===== config.mk =====
export PLATFORM = sky130hd
export DESIGN_NAME = gpu_cmd_writer
export DESIGN_NICKNAME = d
export VERILOG_FILES = /design/src/rtl/gpu_cmd_pkg.sv /design/src/rtl/gpu_cmd_serializer.sv /design/src/rtl/gpu_cmd_writer.sv
export SDC_FILE = /design/constraint.sdc
export NUM_CORES = 1
export LEC_CHECK = 0
export ABC_AREA = 0
export CORE_AREA = 2 2 196 198
export CTS_CLUSTER_SIZE = 24
export DETAILED_ROUTE_END_ITERATION = 8
export DIE_AREA = 0 0 198 200
export PLACE_DENSITY_LB_ADDON = 0.1
export RECOVER_POWER = 25
export SYNTH_ARGS = -nofsm -noshare
export SYNTH_HDL_FRONTEND = slang
export SYNTH_SLANG_ARGS = --single-unit

===== constraint.sdc =====
create_clock -name clock -period 7.7 [get_ports clock]
set_clock_uncertainty 0.1 [all_clocks]
set_input_delay 0.77 -clock clock [delete_from_list [all_inputs] [get_ports clock]]
set_output_delay 0.77 -clock clock [all_outputs]
set_load 0.1 [all_outputs]

===== src/rtl/gpu_cmd_pkg.sv =====
// Shared definitions for the GPU command-list writer.
// Holds the opcode values, the fixed command size, the default memory map
// (command area and kick byte), the FSM state type and the "list full" test.
package gpu_cmd_pkg;

  localparam logic [7:0] OP_BLOCK  = 8'h01;
  localparam logic [7:0] OP_BDRAW  = 8'h02;
  localparam logic [7:0] OP_SPRITE = 8'h03;
  localparam logic [7:0] OP_FIN    = 8'hFF;

  localparam logic [3:0] CMD_BYTES = 4'd10;

  localparam logic [15:0] DEF_CMD_BASE  = 16'h2000;
  localparam logic [15:0] DEF_CMD_LIMIT = 16'h2800;
  localparam logic [15:0] DEF_KICK_ADDR = 16'h0204;
  localparam int unsigned DEF_QUIET     = 359200;

  typedef enum logic [2:0] {
    ST_IDLE,
    ST_WRITE,
    ST_TERM,
    ST_KICK,
    ST_QUIET
  } state_e;

  // A command may only be accepted if its 10 bytes plus the terminator fit
  // below the limit; computed in 17 bits so the sum cannot wrap.
  function automatic logic list_full(input logic [15:0] ptr, input logic [15:0] limit);
    return ({1'b0, ptr} + {13'd0, CMD_BYTES} + 17'd1) > {1'b0, limit};
  endfunction

endpackage


===== src/rtl/gpu_cmd_serializer.sv =====
// Maps a command's fields and a byte index onto one memory write.
// Ports:
//   ptr_i            start address of the command in the list
//   idx_i            byte index 0..9
//   op_i, cl_i       opcode and colour byte
//   x1_i..y2_i       16-bit operands, emitted low byte first
//   addr_o, data_o   address (ptr_i + idx_i) and byte for that index
module gpu_cmd_serializer
  import gpu_cmd_pkg::*;
(
  input  logic [15:0] ptr_i,
  input  logic [3:0]  idx_i,
  input  logic [7:0]  op_i,
  input  logic [15:0] x1_i,
  input  logic [15:0] y1_i,
  input  logic [15:0] x2_i,
  input  logic [15:0] y2_i,
  input  logic [7:0]  cl_i,
  output logic [15:0] addr_o,
  output logic [7:0]  data_o
);

  assign addr_o = ptr_i + {12'd0, idx_i};

  always_comb begin
    case (idx_i)
      4'd0:    data_o = op_i;
      4'd1:    data_o = x1_i[7:0];
      4'd2:    data_o = x1_i[15:8];
      4'd3:    data_o = y1_i[7:0];
      4'd4:    data_o = y1_i[15:8];
      4'd5:    data_o = x2_i[7:0];
      4'd6:    data_o = x2_i[15:8];
      4'd7:    data_o = y2_i[7:0];
      4'd8:    data_o = y2_i[15:8];
      4'd9:    data_o = cl_i;
      default: data_o = OP_FIN;
    endcase
  end

endmodule


===== src/rtl/gpu_cmd_writer.sv =====
// Builds a command list in memory for a polling graphics executor.
// Accepted commands are serialised as 10 bytes at the list pointer; a flush
// appends the FF terminator, bumps the kick byte at KICK_ADDR, rewinds the
// list and then holds off for QUIET clocks while the executor runs.
// Ports:
//   clock, reset_n           clock, asynchronous active-low reset
//   cmd_valid/cmd_ready      command handshake
//   cmd_op, cmd_x1..cmd_y2,  command fields
//   cmd_cl
//   flush                    single-cycle request to terminate and kick
//   address, wdata, we       byte-wide memory write port (registered)
//   full                     no room for another command
//   busy                     not idle, or a flush is pending
module gpu_cmd_writer
  import gpu_cmd_pkg::*;
#(
  parameter logic [15:0] CMD_BASE  = DEF_CMD_BASE,
  parameter logic [15:0] CMD_LIMIT = DEF_CMD_LIMIT,
  parameter logic [15:0] KICK_ADDR = DEF_KICK_ADDR,
  parameter int unsigned QUIET     = DEF_QUIET
)(
  input  logic        clock,
  input  logic        reset_n,
  input  logic        cmd_valid,
  output logic        cmd_ready,
  input  logic [7:0]  cmd_op,
  input  logic [15:0] cmd_x1,
  input  logic [15:0] cmd_y1,
  input  logic [15:0] cmd_x2,
  input  logic [15:0] cmd_y2,
  input  logic [7:0]  cmd_cl,
  input  logic        flush,
  output logic [15:0] address,
  output logic [7:0]  wdata,
  output logic        we,
  output logic        full,
  output logic        busy
);

  state_e      state_q, state_d;
  logic [15:0] ptr_q, ptr_d;
  logic [7:0]  kick_q, kick_d;
  logic        pend_q, pend_d;
  logic [31:0] quiet_q, quiet_d;
  logic [3:0]  idx_q, idx_d;
  logic [7:0]  op_q, op_d, cl_q, cl_d;
  logic [15:0] x1_q, x1_d, y1_q, y1_d, x2_q, x2_d, y2_q, y2_d;
  logic [15:0] addr_q, addr_d;
  logic [7:0]  wdata_q, wdata_d;
  logic        we_q, we_d;
  logic        ready_q, ready_d;

  logic        accept, consume;
  logic        in_idle;
  logic [3:0]  ser_idx;
  logic [15:0] ser_addr;
  logic [7:0]  ser_data;

  // Outputs are registered, so the byte for the next cycle is computed now:
  // in IDLE that is byte 0 straight from the inputs, in WRITE it is the
  // byte after the one currently on the bus.
  assign in_idle = (state_q == ST_IDLE);
  assign ser_idx = in_idle ? 4'd0 : idx_q + 4'd1;

  gpu_cmd_serializer u_ser (
    .ptr_i  (ptr_q),
    .idx_i  (ser_idx),
    .op_i   (in_idle ? cmd_op : op_q),
    .x1_i   (in_idle ? cmd_x1 : x1_q),
    .y1_i   (in_idle ? cmd_y1 : y1_q),
    .x2_i   (in_idle ? cmd_x2 : x2_q),
    .y2_i   (in_idle ? cmd_y2 : y2_q),
    .cl_i   (in_idle ? cmd_cl : cl_q),
    .addr_o (ser_addr),
    .data_o (ser_data)
  );

  assign accept = cmd_valid && ready_q;

  always_comb begin
    state_d = state_q;
    ptr_d   = ptr_q;
    kick_d  = kick_q;
    quiet_d = quiet_q;
    idx_d   = idx_q;
    op_d    = op_q;
    x1_d    = x1_q;
    y1_d    = y1_q;
    x2_d    = x2_q;
    y2_d    = y2_q;
    cl_d    = cl_q;
    addr_d  = addr_q;
    wdata_d = wdata_q;
    we_d    = 1'b0;
    consume = 1'b0;

    case (state_q)
      ST_IDLE: begin
        if (accept) begin
          op_d    = cmd_op;
          x1_d    = cmd_x1;
          y1_d    = cmd_y1;
          x2_d    = cmd_x2;
          y2_d    = cmd_y2;
          cl_d    = cmd_cl;
          idx_d   = 4'd0;
          state_d = ST_WRITE;
          we_d    = 1'b1;
          addr_d  = ser_addr;
          wdata_d = ser_data;
        end else if (pend_q) begin
          // An empty list is not kicked; the request is simply dropped.
          consume = 1'b1;
          if (ptr_q != CMD_BASE) begin
            state_d = ST_TERM;
            we_d    = 1'b1;
            addr_d  = ptr_q;
            wdata_d = OP_FIN;
          end
        end
      end
      ST_WRITE: begin
        if (idx_q != CMD_BYTES - 4'd1) begin
          idx_d   = idx_q + 4'd1;
          we_d    = 1'b1;
          addr_d  = ser_addr;
          wdata_d = ser_data;
        end else begin
          ptr_d = ptr_q + {12'd0, CMD_BYTES};
          if (pend_q || flush) begin
            consume = 1'b1;
            state_d = ST_TERM;
            we_d    = 1'b1;
            addr_d  = ptr_d;
            wdata_d = OP_FIN;
          end else begin
            state_d = ST_IDLE;
          end
        end
      end
      ST_TERM: begin
        // +1 guarantees the executor sees a changed byte on every kick.
        kick_d  = kick_q + 8'd1;
        state_d = ST_KICK;
        we_d    = 1'b1;
        addr_d  = KICK_ADDR;
        wdata_d = kick_d;
        ptr_d   = CMD_BASE;
      end
      ST_KICK: begin
        state_d = ST_QUIET;
        quiet_d = 32'd0;
      end
      ST_QUIET: begin
        if (quiet_q == QUIET - 1) begin
          state_d = ST_IDLE;
          quiet_d = 32'd0;
        end else begin
          quiet_d = quiet_q + 32'd1;
        end
      end
      default: state_d = ST_IDLE;
    endcase

    // A flush arriving in the very cycle a terminate begins is covered by
    // that terminate, so it merges instead of queueing a second one.
    pend_d  = (pend_q || flush) && !consume;
    ready_d = (state_d == ST_IDLE) && !list_full(ptr_d, CMD_LIMIT) && !pend_d;
  end

  always_ff @(posedge clock or negedge reset_n) begin
    if (!reset_n) begin
      state_q <= ST_IDLE;
      ptr_q   <= CMD_BASE;
      kick_q  <= 8'd0;
      pend_q  <= 1'b0;
      quiet_q <= 32'd0;
      idx_q   <= 4'd0;
      op_q    <= 8'd0;
      x1_q    <= 16'd0;
      y1_q    <= 16'd0;
      x2_q    <= 16'd0;
      y2_q    <= 16'd0;
      cl_q    <= 8'd0;
      addr_q  <= 16'd0;
      wdata_q <= 8'd0;
      we_q    <= 1'b0;
      ready_q <= 1'b0;
    end else begin
      state_q <= state_d;
      ptr_q   <= ptr_d;
      kick_q  <= kick_d;
      pend_q  <= pend_d;
      quiet_q <= quiet_d;
      idx_q   <= idx_d;
      op_q    <= op_d;
      x1_q    <= x1_d;
      y1_q    <= y1_d;
      x2_q    <= x2_d;
      y2_q    <= y2_d;
      cl_q    <= cl_d;
      addr_q  <= addr_d;
      wdata_q <= wdata_d;
      we_q    <= we_d;
      ready_q <= ready_d;
    end
  end

  assign cmd_ready = ready_q;
  assign address   = addr_q;
  assign wdata     = wdata_q;
  assign we        = we_q;
  assign full      = list_full(ptr_q, CMD_LIMIT);
  assign busy      = (state_q != ST_IDLE) || pend_q;

endmodule

==> results_tabular.tex, run 1 <==
\begin{tabular}{lr}
\hline
Metric & Value \\
\hline
\multicolumn{2}{l}{\textbf{Final layout}} \\
\quad Layout cells sized above 1 & 14.4\% \\
\quad Post-synthesis to final-layout area growth & 24.3\% \\
\quad Utilization of the core after routing & a little under a third \\
\quad Total inserted antenna cells & 0 \\
\quad Net total in the final layout & $\sim$1100 \\
\quad Filler cell count & slightly below 4000 \\
\quad Leading cell type in the layout, fill and taps excluded & dfrtp\_1 \\
\quad Area of all placed cells without fillers & 11500 um2 \\
\quad Most frequent cells in the layout & 169 x dfrtp\_1, 110 x nand2\_1, 110 x clkdlybuf4s50\_1, 81 x mux2\_2, 75 x o21ai\_0 \\
\multicolumn{2}{l}{\textbf{Critical path}} \\
\quad Crit path capture type & output pin \\
\quad Arrival time reported for the critical path endpoint & $\sim$4.2 ns \\
\quad Worst path cell trace & ha\_1 -> nor2\_1 -> nand2\_1 -> a32oi\_1 -> nor3\_1 -> nor4b\_1 -> or4\_1 -> clkdlybuf4s50\_1 \\
\quad Max stage delay cell, worst path & clkdlybuf4s50\_1 \\
\quad Critical path class & reg -> out \\
\quad Crit path required time & 6.83 ns \\
\quad Sum of buffers and inverters on the critical path & 1 \\
\quad Startpoint kind of the worst setup timing path & flop \\
\quad Worst-path fanout max & 14 \\
\quad Cell class contributing the biggest share of worst-path delay & simple AND/OR/NAND/NOR gates \\
\quad Worst path max stage delay & 1.15 ns \\
\multicolumn{2}{l}{\textbf{Place}} \\
\quad Final GP Congestion & $\sim$0.82 \\
\quad Post-placement setup slack & around 3.1 ns \\
\quad Post-detail-place hpwl & 21200 um \\
\quad Port Buffers & 111 \\
\quad Placed cell areas & between 10000 and 15000 um2 \\
\multicolumn{2}{l}{\textbf{Power}} \\
\quad PwrDens & around 160 nW/um2 \\
\quad Largest voltage drop on the vdd net & around 0.00013 V \\
\quad Leakage & 4.78 nW \\
\multicolumn{2}{l}{\textbf{Clocking}} \\
\quad Post-CTS Setup Inserts & 0 \\
\quad Clock insertion delay at the later pin of the skew report & roughly 0.45 ns \\
\quad Bufs on Longest Clock Path & 2 \\
\quad CTS tree & yes \\
\quad Root cell of the clock tree & clkbuf\_16 \\
\quad Total CTS buffers & 17 \\
\quad Number of sinks driven by the clock tree & 170 \\
\quad Post-CTS Hold Buffers & 0 \\
\quad Number of instances resized during post-cts repair & 0 \\
\quad Clock input transition at the sequential cells of the worst setup and hold paths & about 0.07 ns \\
\quad Clock H-tree levels & 4 \\
\multicolumn{2}{l}{\textbf{Timing}} \\
\quad \# setup viols final & 0 \\
\quad Transition at the pin with the smallest max-transition slack & between 3 and 4 ns \\
\quad Highest clock frequency the design can meet & 0.196 GHz \\
\quad Fin. max-slew vios & 56 \\
\quad Total count of hold-check failures in the final report & 0 \\
\quad Share of the cycle needed by the critical path after routing & roughly 66\% \\
\quad RSZ-0062 raised after global routing & no \\
\quad Final-layout worst hold slack & 0.394 ns \\
\quad Final setup TNS & 0 ns \\
\quad Minimum period implied by the final worst setup slack & 5.09 ns \\
\quad Worst slew margin relative to its limit & -123\% \\
\quad Final critical-path setup slack & approximately 2.6 ns \\
\multicolumn{2}{l}{\textbf{Synth}} \\
\quad Most common flop cell mapped by yosys & dfrtp\_1 \\
\quad Flip-flop and latch count after synthesis & 170 \\
\quad Net Count, Synth & about 1100 \\
\quad Seq/Total Area, Yosys & 45.9\% \\
\quad Post-Syn Area per Cell & 9.51 um2 \\
\quad Async set-reset flop share out of synthesis & 100\% \\
\quad EDFF count, synth & 0 \\
\quad Synth warn & 0 \\
\quad Post-synthesis instance total & about 980 \\
\quad Mapped Area & 9280 um2 \\
\quad Distinct cell type count of the synthesized netlist & a little under 70 \\
\multicolumn{2}{l}{\textbf{Drt}} \\
\quad Remaining DRCs & 0 \\
\quad DRC violation total after the first TritonRoute iteration & between 500 and 600 \\
\quad Post-Route WL & between 30000 and 40000 um \\
\quad 1st-pass router iterations & 5 \\
\quad Routed wire per std cell & 19.5 um \\
\quad Remaining antenna violation count after routing & 0 \\
\quad Vias & between 7000 and 8000 \\
\quad Vias per cell & about 5 \\
\multicolumn{2}{l}{\textbf{Floorplanning}} \\
\quad Effective utilization at floorplan & 24.8\% \\
\quad Height of the die & 200 um \\
\quad CORE AREA & roughly 37000 um2 \\
\quad I/O pin cnt & roughly 110 \\
\quad Floorplan die area & 39600 um2 \\
\quad Num rows & 71 \\
\quad Die width & a little under 200 um \\
\multicolumn{2}{l}{\textbf{GRT}} \\
\quad First-pass GRT wire length & 48600 um \\
\quad Number of global-route vias before repair & between 7000 and 8000 \\
\quad Total Routing Usage GR & about 16\% \\
\quad Initial antenna violation count & 0 \\
\quad Maximum number of pins on one net before global-route repair & 81 \\
\quad Global route overflow & 0 \\
\multicolumn{2}{l}{\textbf{Worst hold path}} \\
\quad HP Class & reg -> reg \\
\multicolumn{2}{l}{\textbf{Status}} \\
\quad Outcome & finished with violations \\
\quad Violations in the final reports & capacitance limit, slew limit \\
\multicolumn{2}{l}{\textbf{Run}} \\
\quad Number of maximum-capacitance violations & 1 \\
\hline
\end{tabular}
worst paths after layout:
path                                  from          end  slack, ns  cells past startpoint
worst max register to register  state_q[1]  address[10]       4.14                     11
max in group asynchronous          reset_n  quiet_q[21]       3.99                      2
worst min register to register   kick_q[7]    kick_q[7]       0.39                      1
min in group asynchronous          reset_n      x2_q[4]       1.35                      1
worst max-delay path              ptr_q[1]         full       2.61                      8
worst min-delay path             kick_q[7]    kick_q[7]       0.39                      1
layer usage:
| metal | routed length (um) | GRT usage [%] | up-vias |
|---|---|---|---|
| met5 | 0 | 0 | - |
| met4 | 463 | 4.79 | 0 |
| met3 | 1300 | 3.24 | 30 |
| met2 | 13800 | 24.7 | 183 |
| met1 | 15100 | 23.3 | 3885 |
| li1 | - | - | 3770 |
cell families after synthesis:
family                   Yosys count  share of synthesized area, %
multiplexers                      86                          10.4
AND/OR/NAND/NOR                  319                          16.7
XOR/XNOR                          29                          2.74
AO/OA/AOI/OAI                    274                          19.2
adder cells (fa/ha/maj)           11                          1.56
flip-flops                       170                          45.9
buffers and inverters             86                          3.52
per-stage QoR:
step | total power (W) | instances
6_report | 0.00186 | 1577
5_1_grt | 0.00194 | 1577
4_1_cts | 0.00190 | 1577
3_5_place_dp | 0.000979 | 1545
3_3_place_gp | 0.000979 | 1545
2_1_floorplan | 0.000910 | 975
power by group:
part	switching [W]	internal, W
Clock	0.000404	0.000500
Sequential	0.0000000000000000000137	0.000892
Combinational	0.0000287	0.0000375
sequential cells by signal (all words and copies together) (netlist names), 3 cells and up:
register  cells
kick_q        8
x1_q         16
state_q       3
y1_q         16
address      16
cl_q          8
wdata         8
ptr_q        16
y2_q         16
quiet_q      32
idx_q         4
op_q          8
x2_q         16
final cells by class:
| type | count | area [um2] | area share (%) |
|---|---|---|---|
| clock buffer | 20 | 457 | 3.96 |
| clock inverter | 12 | 139 | 1.20 |
| inverter | 15 | 56.3 | 0.488 |
| multi-input combinational | 719 | 4740 | 41.1 |
| sequential | 170 | 4260 | 36.9 |
| tap | 511 | 639 | 5.55 |
| timing repair buffer | 130 | 1250 | 10.8 |
synthesized netlist by cell type, types with 10 or more instances:
| library cell | number | area share (%) |
|---|---|---|
| nand3_1 | 30 | 1.6 |
| mux2_2 | 81 | 9.8 |
| a221oi_1 | 14 | 1.3 |
| nand2_1 | 110 | 4.5 |
| nand4_1 | 14 | 0.94 |
| o21ai_0 | 75 | 4.0 |
| o22ai_1 | 15 | 1.0 |
| a21oi_1 | 61 | 3.3 |
| nor2_1 | 70 | 2.8 |
| xor2_1 | 12 | 1.1 |
| nor4_1 | 14 | 0.94 |
| dfrtp_1 | 169 | 46 |
| ha_1 | 10 | 1.3 |
| xnor2_1 | 17 | 1.6 |
| clkbuf_1 | 68 | 2.8 |
| inv_1 | 15 | 0.61 |
| o31ai_1 | 17 | 1.4 |
| a31oi_1 | 22 | 1.5 |
| nor3_1 | 23 | 1.2 |
(Power assumes the default switching activity.)
==> run 2, diff against run 1 <==
Clock period 7.7 ns to 4.17 ns, I/O delays scaled along.
==> run 2 against run 1 <==
  * The run still ends with capacitance limit, slew limit left
  * Power up 88%
  * Flip-flop and latch count unchanged
  * First-iteration DRC count down 23%
  * Cell count up 0.51%
  * Sequential power up 85%
  * Count of clock-buffer cells in the layout up 1
==> results_tabular.tex, run 2 (synthesis results as in run 1) <==
\begin{tabular}{lr}
\hline
Metric & Value \\
\hline
\multicolumn{2}{l}{\textbf{Status}} \\
\quad Outcome & finished with violations \\
\quad Violations in the final reports & capacitance limit, slew limit \\
\multicolumn{2}{l}{\textbf{Power}} \\
\quad Largest voltage drop on the vdd net & 0.000250 V (+88\%) \\
\quad Leakage & 4.84 nW (+1.2\%) \\
\quad Total power draw & 0.00349 W (+88\%) \\
\quad PwrDens & 300 nW/um2 (+86\%) \\
\multicolumn{2}{l}{\textbf{Final layout}} \\
\quad Net total in the final layout & 1156 (+0.70\%) \\
\quad Total inserted antenna cells & 0 (unchanged) \\
\quad Filler cell count & 3889 (-0.77\%) \\
\quad Number of flip-flops in the largest register & 32 (unchanged) \\
\quad Largest Register & quiet\_q \\
\quad Most frequent cells in the layout & 169 x dfrtp\_1, 110 x nand2\_1, 109 x clkdlybuf4s50\_1, 81 x mux2\_2, 75 x o21ai\_0 \\
\quad Sequential cell area & 4260 um2 (unchanged) \\
\quad Area of the multi-input gates & 4740 um2 (unchanged) \\
\quad Post-synthesis to final-layout area growth & 25.5\% \\
\quad Leading cell type in the layout, fill and taps excluded & dfrtp\_1 \\
\quad Layout cells sized above 1 & 14.9\% (+0.54 points) \\
\quad Non-Filler Instances & 1585 (+0.51\%) \\
\multicolumn{2}{l}{\textbf{GRT}} \\
\quad Number of global-route vias before repair & 7839 (+0.064\%) \\
\quad Initial antenna violation count & 0 (unchanged) \\
\quad Total Routing Usage GR & 16.3\% (about the same) \\
\quad First-pass GRT wire length & 48700 um (about the same) \\
\quad Global route overflow & 0 (unchanged) \\
\quad Maximum number of pins on one net before global-route repair & 99 (+22\%) \\
\multicolumn{2}{l}{\textbf{Critical path}} \\
\quad Critical path class & reg -> out \\
\quad Worst path max stage delay & 0.53 ns (-0.62 ns) \\
\quad Worst R2R Path Depth & 11 (unchanged) \\
\quad Max stage delay cell, worst path & dfrtp\_1 \\
\quad Crit path capture type & output pin \\
\quad Slack of the worst reg-to-reg path & 1.10 ns (-3.04 ns) \\
\quad Worst-path fanout max & 11 (-3) \\
\quad Arrival time reported for the critical path endpoint & 2.91 ns (-1.31 ns) \\
\quad Startpoint kind of the worst setup timing path & flop \\
\quad Crit path required time & 3.65 ns (-3.18 ns) \\
\quad Worst path cell trace & ha\_1 -> nor2\_1 -> nand3\_1 -> mux2i\_1 -> a32oi\_1 -> nor3\_1 -> nor4b\_1 -> or4\_1 -> buf\_4 \\
\multicolumn{2}{l}{\textbf{Worst hold path}} \\
\quad Instance count along the most critical hold path & 1 (unchanged) \\
\quad HP Class & reg -> reg \\
\multicolumn{2}{l}{\textbf{Timing}} \\
\quad \# setup viols final & 0 (unchanged) \\
\quad Final setup TNS & 0 ns (unchanged) \\
\quad Highest clock frequency the design can meet & 0.292 GHz \\
\quad Final critical-path setup slack & 0.740 ns (-1.87 ns) \\
\quad Total count of hold-check failures in the final report & 0 (unchanged) \\
\quad Fin. max-slew vios & 73 (+30\%) \\
\quad Transition at the pin with the smallest max-transition slack & 1.98 ns (-1.37 ns) \\
\quad Share of the cycle needed by the critical path after routing & around 80\% \\
\quad RSZ-0062 raised after global routing & no \\
\quad Minimum period implied by the final worst setup slack & $\sim$3.4 ns \\
\quad Worst slew margin relative to its limit & -31.9\% (+91 points) \\
\quad Final-layout worst hold slack & 0.390 ns (-0.00458 ns) \\
\multicolumn{2}{l}{\textbf{Drt}} \\
\quad DRC violation total after the first TritonRoute iteration & 444 (-23\%) \\
\quad Remaining DRCs & 0 (unchanged) \\
\quad 1st-pass router iterations & 5 (unchanged) \\
\quad Remaining antenna violation count after routing & 0 (unchanged) \\
\quad Routed wire per std cell & 19.6 um (+0.55\%) \\
\quad Vias & 7902 (+0.43\%) \\
\quad Vias per cell & 4.99 (about the same) \\
\quad Post-Route WL & 31000 um (+1.1\%) \\
\multicolumn{2}{l}{\textbf{Place}} \\
\quad Post-placement setup slack & 1.10 ns (-1.99 ns) \\
\quad Post-detail-place hpwl & 21800 um (+2.8\%) \\
\quad Final GP Congestion & 0.868 (+6.0\%) \\
\quad Number of cells after detailed placement & 1552 (+0.45\%) \\
\quad Port Buffers & 111 (unchanged) \\
\multicolumn{2}{l}{\textbf{Clocking}} \\
\quad Root cell of the clock tree & clkbuf\_16 \\
\quad Clock H-tree levels & 4 (unchanged) \\
\quad Clock insertion delay at the later pin of the skew report & 0.45 ns (about the same) \\
\quad Total CTS buffers & 17 (unchanged) \\
\quad CTS tree & yes \\
\quad Number of sinks driven by the clock tree & 170 (unchanged) \\
\quad Clock input transition at the sequential cells of the worst setup and hold paths & 0.07 ns (about the same) \\
\quad Number of instances resized during post-cts repair & 0 (unchanged) \\
\quad Bufs on Longest Clock Path & 2 (unchanged) \\
\multicolumn{2}{l}{\textbf{Floorplanning}} \\
\quad Die width & 198 um (unchanged) \\
\quad I/O pin cnt & 112 (unchanged) \\
\quad Floorplan die area & 39600 um2 (unchanged) \\
\quad Height of the die & 200 um (unchanged) \\
\quad CORE AREA & 37400 um2 (unchanged) \\
\quad Effective utilization at floorplan & 24.8\% (unchanged) \\
\quad Num rows & 71 (unchanged) \\
\multicolumn{2}{l}{\textbf{Run}} \\
\quad Number of maximum-capacitance violations & 1 (unchanged) \\
\hline
\end{tabular}
## run 2: cell count changes in the layout (fill, tap and decap cells not counted)
cell,change
buf_12,+2
buf_4,+6
bufinv_16,+1
clkbuf_2,+1
clkdlybuf4s50_1,-1
clkinv_2,-2
dlygate4sd3_1,+1
or3b_1,+1
or3b_2,-1
## run 2: through the flow
step / instance area (um2) / util (%)
after floorplan: 9280 / -
after global placement: 11000 / 29.5
after detailed placement: 11000 / 29.5
after CTS: 11600 / 31.1
after global routing: 11600 / 31.1
final: 11600 / 31.1
## run 2: what timing repair did
item	in CTS	in global routing
buffers inserted	0	0
endpoints found under the hold margin	72	0
hold buffers	1	0
## run 2: worst paths after layout
kind                                    to        from
min in group asynchronous          x2_q[6]     reset_n
max in group asynchronous        ptr_q[13]     reset_n
worst min register to register   kick_q[7]   kick_q[7]
worst max-delay path                  full    ptr_q[1]
worst min-delay path             kick_q[7]   kick_q[7]
worst max register to register  address[6]  state_q[1]
## run 2: area by class of cell
type | count | area share (%)
clock buffer | 21 | 3.96
tap | 511 | 5.49
sequential | 170 | 36.6
multi-input combinational | 719 | 40.7
timing repair buffer | 138 | 11.5
clock inverter | 11 | 1.37
inverter | 15 | 0.484
## run 2: layer usage
layer / share of wire [%] / vias up / GRT usage, %
met1: 50 / 3936 / 23.6
li1: - / 3766 / -
met3: 4.0 / 17 / 2.82
met4: 1.0 / 0 / 3.59
met5: 0 / - / 0
met2: 45 / 183 / 25.3
## run 2: worst max-delay path, delay by kind of cell, from the launching register on
kind                     cells  cell delay, ns
AO/OA/AOI/OAI                1            0.07
adder cells (fa/ha/maj)      1            0.37
buffers and inverters        1            0.26
flip-flops                   1            0.53
multiplexers                 1            0.16
AND/OR/NAND/NOR              5            1.07
## run 2: power by group
part / switching [W] / internal (W) / leakage (nW)
Clock: 0.000737 / 0.000986 / 0.293
Sequential: 0.0000000000000000000296 / 0.00165 / 2.32
Combinational: 0.0000525 / 0.0000706 / 2.22
Total: 0.000789 / 0.00271 / 4.84
==> run 3, diff against run 2 <==
Clock period 4.17 ns to 3 ns, I/O delays scaled along.
==> run 3 against run 2 <==
  * The flow now finishes without violations
  * Die area unchanged
  * Clock power increased by 34%
  * Highest routed layer unchanged
  * Combinational power rose by 41%
  * Non-clock buffer count up 48
  * Via count increased by 2.6%
  * Worst setup slack worse by 0.65 ns
==> results_tabular.tex, run 3 (synthesis results as in run 1) <==
\begin{tabular}{lr}
\hline
Metric & Value \\
\hline
\multicolumn{2}{l}{\textbf{Final layout}} \\
\quad Number of flip-flops in the largest register & 32 (unchanged) \\
\quad Total inserted antenna cells & 0 (unchanged) \\
\quad Non-Filler Instances & 1633 (+3.0\%) \\
\quad Area of all placed cells without fillers & 12000 um2 (+3.2\%) \\
\quad Most frequent cells in the layout & 160 x dfrtp\_1, 109 x nand2\_1, 95 x buf\_4, 82 x clkdlybuf4s50\_1, 81 x mux2\_2 \\
\quad Post-synthesis to final-layout area growth & 29.5\% \\
\quad Layout cells sized above 1 & 22.8\% (+7.9 points) \\
\quad Leading cell type in the layout, fill and taps excluded & dfrtp\_1 \\
\quad Net total in the final layout & 1204 (+4.2\%) \\
\quad Largest Register & quiet\_q \\
\multicolumn{2}{l}{\textbf{Clocking}} \\
\quad CTS tree & yes \\
\quad Root cell of the clock tree & clkbuf\_16 \\
\quad Clock insertion delay at the later pin of the skew report & 0.45 ns (about the same) \\
\quad Clock H-tree levels & 4 (unchanged) \\
\quad Number of sinks driven by the clock tree & 170 (unchanged) \\
\quad Post-CTS Setup Inserts & 0 (unchanged) \\
\quad Bufs on Longest Clock Path & 2 (unchanged) \\
\quad Clock input transition at the sequential cells of the worst setup and hold paths & 0.07 ns (about the same) \\
\quad Total CTS buffers & 17 (unchanged) \\
\multicolumn{2}{l}{\textbf{Place}} \\
\quad Final GP Congestion & 0.858 (-1.2\%) \\
\quad Post-detail-place hpwl & 22800 um (+4.7\%) \\
\quad Port Buffers & 111 (unchanged) \\
\quad Post-placement setup slack & 0.0451 ns (-1.06 ns) \\
\quad Number of cells after detailed placement & 1600 (+3.1\%) \\
\quad Placed cell areas & 11400 um2 (+3.2\%) \\
\multicolumn{2}{l}{\textbf{GRT}} \\
\quad Number of global-route vias before repair & 8303 (+5.9\%) \\
\quad Maximum number of pins on one net before global-route repair & 81 (-18\%) \\
\quad Global route overflow & 0 (unchanged) \\
\quad First-pass GRT wire length & 49900 um (+2.5\%) \\
\quad Initial antenna violation count & 0 (unchanged) \\
\quad Total Routing Usage GR & 16.7\% (+0.48 points) \\
\multicolumn{2}{l}{\textbf{Run}} \\
\quad Number of maximum-capacitance violations & 0 (-1) \\
\multicolumn{2}{l}{\textbf{Timing}} \\
\quad RSZ-0062 raised after global routing & yes \\
\quad Total count of hold-check failures in the final report & 0 (unchanged) \\
\quad \# setup viols final & 0 (unchanged) \\
\quad Minimum period implied by the final worst setup slack & roughly 2.9 ns \\
\quad Fin. max-slew vios & 0 (-100\%) \\
\quad Highest clock frequency the design can meet & 0.344 GHz \\
\quad Final critical-path setup slack & 0.0940 ns (-0.647 ns) \\
\quad Transition at the pin with the smallest max-transition slack & 1.28 ns (-0.703 ns) \\
\quad Worst slew margin relative to its limit & 14.9\% (+47 points) \\
\quad Share of the cycle needed by the critical path after routing & 96.9\% \\
\quad Final-layout worst hold slack & 0.351 ns (-0.0382 ns) \\
\multicolumn{2}{l}{\textbf{Critical path}} \\
\quad Crit path required time & 2.60 ns (-1.05 ns) \\
\quad Crit path capture type & output pin \\
\quad Startpoint kind of the worst setup timing path & flop \\
\quad Worst reg2reg path startpoint & idx\_q[0] \\
\quad Reg-to-reg critical path endpoint & wdata[7] \\
\quad Arrival time reported for the critical path endpoint & 2.51 ns (-0.40 ns) \\
\quad Max stage delay cell, worst path & or4\_4 \\
\quad Cell class contributing the biggest share of worst-path delay & simple AND/OR/NAND/NOR gates \\
\quad Worst R2R Path Depth & 10 (-1) \\
\quad Worst path cell trace & ha\_2 -> buf\_4 -> nor2\_1 -> xnor2\_1 -> nand3\_1 -> nor3\_2 -> nor4b\_1 -> or4\_4 -> buf\_12 \\
\quad Critical path class & reg -> out \\
\quad Worst path max stage delay & 0.46 ns (-0.07 ns) \\
\quad Slack of the worst reg-to-reg path & 0.18 ns (-0.92 ns) \\
\quad Worst-path fanout max & 6 (-5) \\
\quad Sum of buffers and inverters on the critical path & 2 (+1) \\
\multicolumn{2}{l}{\textbf{Floorplanning}} \\
\quad CORE AREA & 37400 um2 (unchanged) \\
\quad Die width & 198 um (unchanged) \\
\quad Effective utilization at floorplan & 24.8\% (unchanged) \\
\quad Num rows & 71 (unchanged) \\
\quad Floorplan die area & 39600 um2 (unchanged) \\
\quad Height of the die & 200 um (unchanged) \\
\quad I/O pin cnt & 112 (unchanged) \\
\multicolumn{2}{l}{\textbf{Power}} \\
\quad Largest voltage drop on the vdd net & 0.000413 V (+65\%) \\
\quad PwrDens & 397 nW/um2 (+32\%) \\
\quad Leakage & 5.10 nW (+5.3\%) \\
\multicolumn{2}{l}{\textbf{Worst hold path}} \\
\quad Hold Path Sink & y2\_q[3] \\
\quad HP Class & in -> reg \\
\quad Hold path startpoint & cmd\_y2[3] \\
\quad Instance count along the most critical hold path & 2 (+1) \\
\multicolumn{2}{l}{\textbf{Drt}} \\
\quad Post-Route WL & 31800 um (+2.3\%) \\
\quad Remaining antenna violation count after routing & 0 (unchanged) \\
\quad Routed wire per std cell & 19.4 um (-0.71\%) \\
\quad Remaining DRCs & 0 (unchanged) \\
\quad Vias per cell & 4.97 (-0.41\%) \\
\quad Vias & 8108 (+2.6\%) \\
\quad 1st-pass router iterations & 5 (unchanged) \\
\quad DRC violation total after the first TritonRoute iteration & 527 (+19\%) \\
\multicolumn{2}{l}{\textbf{Status}} \\
\quad Outcome & completed \\
\hline
\end{tabular}
## run 3: changes by cell type in the layout (fill, tap and decap cells not counted), moves of 3 or more
cell	delta
dfrtp_2	+9
buf_4	+70
clkdlybuf4s50_1	-27
buf_12	+3
dfrtp_1	-9
## run 3: stage by stage
step / util [%] / setup TNS [ns] / power [W]
after floorplan: - / -0.0330 / 0.00234
after global placement: 30.4 / -0.0752 / 0.00252
after detailed placement: 30.4 / 0 / 0.00252
after CTS: 32.0 / 0 / 0.00487
after global routing: 32.1 / -0.0495 / 0.00496
final: 32.1 / 0 / 0.00477
## run 3: worst max-delay path by stage
stage	start	endpoint	slack, ns	depth (start not counted)
4_1_cts	ptr_q[1]	full	0.01	9
2_1_floorplan	state_q[2]	address[12]	-0.03	14
3_3_place_gp	idx_q[0]	wdata[7]	-0.08	10
5_1_grt	ptr_q[5]	full	-0.05	7
6_report	ptr_q[1]	full	0.09	9
3_5_place_dp	cmd_valid	wdata[7]	0.05	10
## run 3: what timing repair did
| action | in CTS | in global routing |
|---|---|---|
| hold endpoints to repair | 42 | 0 |
| endpoints found under the setup margin | 1 | 5 |
| resized for setup | 2 | 20 |
| hold buffers | 1 | 0 |
| pin swaps | 0 | 5 |
## run 3: per-layer routing
layer | wire length (um) | vias up | track usage (%)
met3 | 1190 | 24 | 3.13
met5 | 0 | - | 0
met4 | 323 | 0 | 4.37
li1 | - | 3882 | -
met2 | 14700 | 146 | 26.7
met1 | 15500 | 4056 | 23.3
## run 3: worst register-to-register path, cell delays in order, from the launching register on
cell       delay (ns)
dfrtp_2          0.45
ha_1             0.23
nand3b_1         0.19
buf_4            0.26
a21oi_1          0.12
buf_4            0.18
a21o_1           0.19
a221o_1          0.26
a2111oi_1        0.48
buf_4            0.22
nor2_1           0.04
## run 3: area by class of cell
cell class	count	area [um2]
clock buffers	18	429
clock inverters	14	161
fillers	3902	25400
inverters	15	56.3
multi-input cells	719	4790
flip-flops and latches	170	4270
well taps	511	639
repair buffers	186	1660
## run 3: report_power, final
| part | switching, W | internal (W) |
|---|---|---|
| registers | 0.0000000000000000000374 | 0.00229 |
| clock network | 0.00106 | 0.00125 |
| logic | 0.0000757 | 0.0000983 |
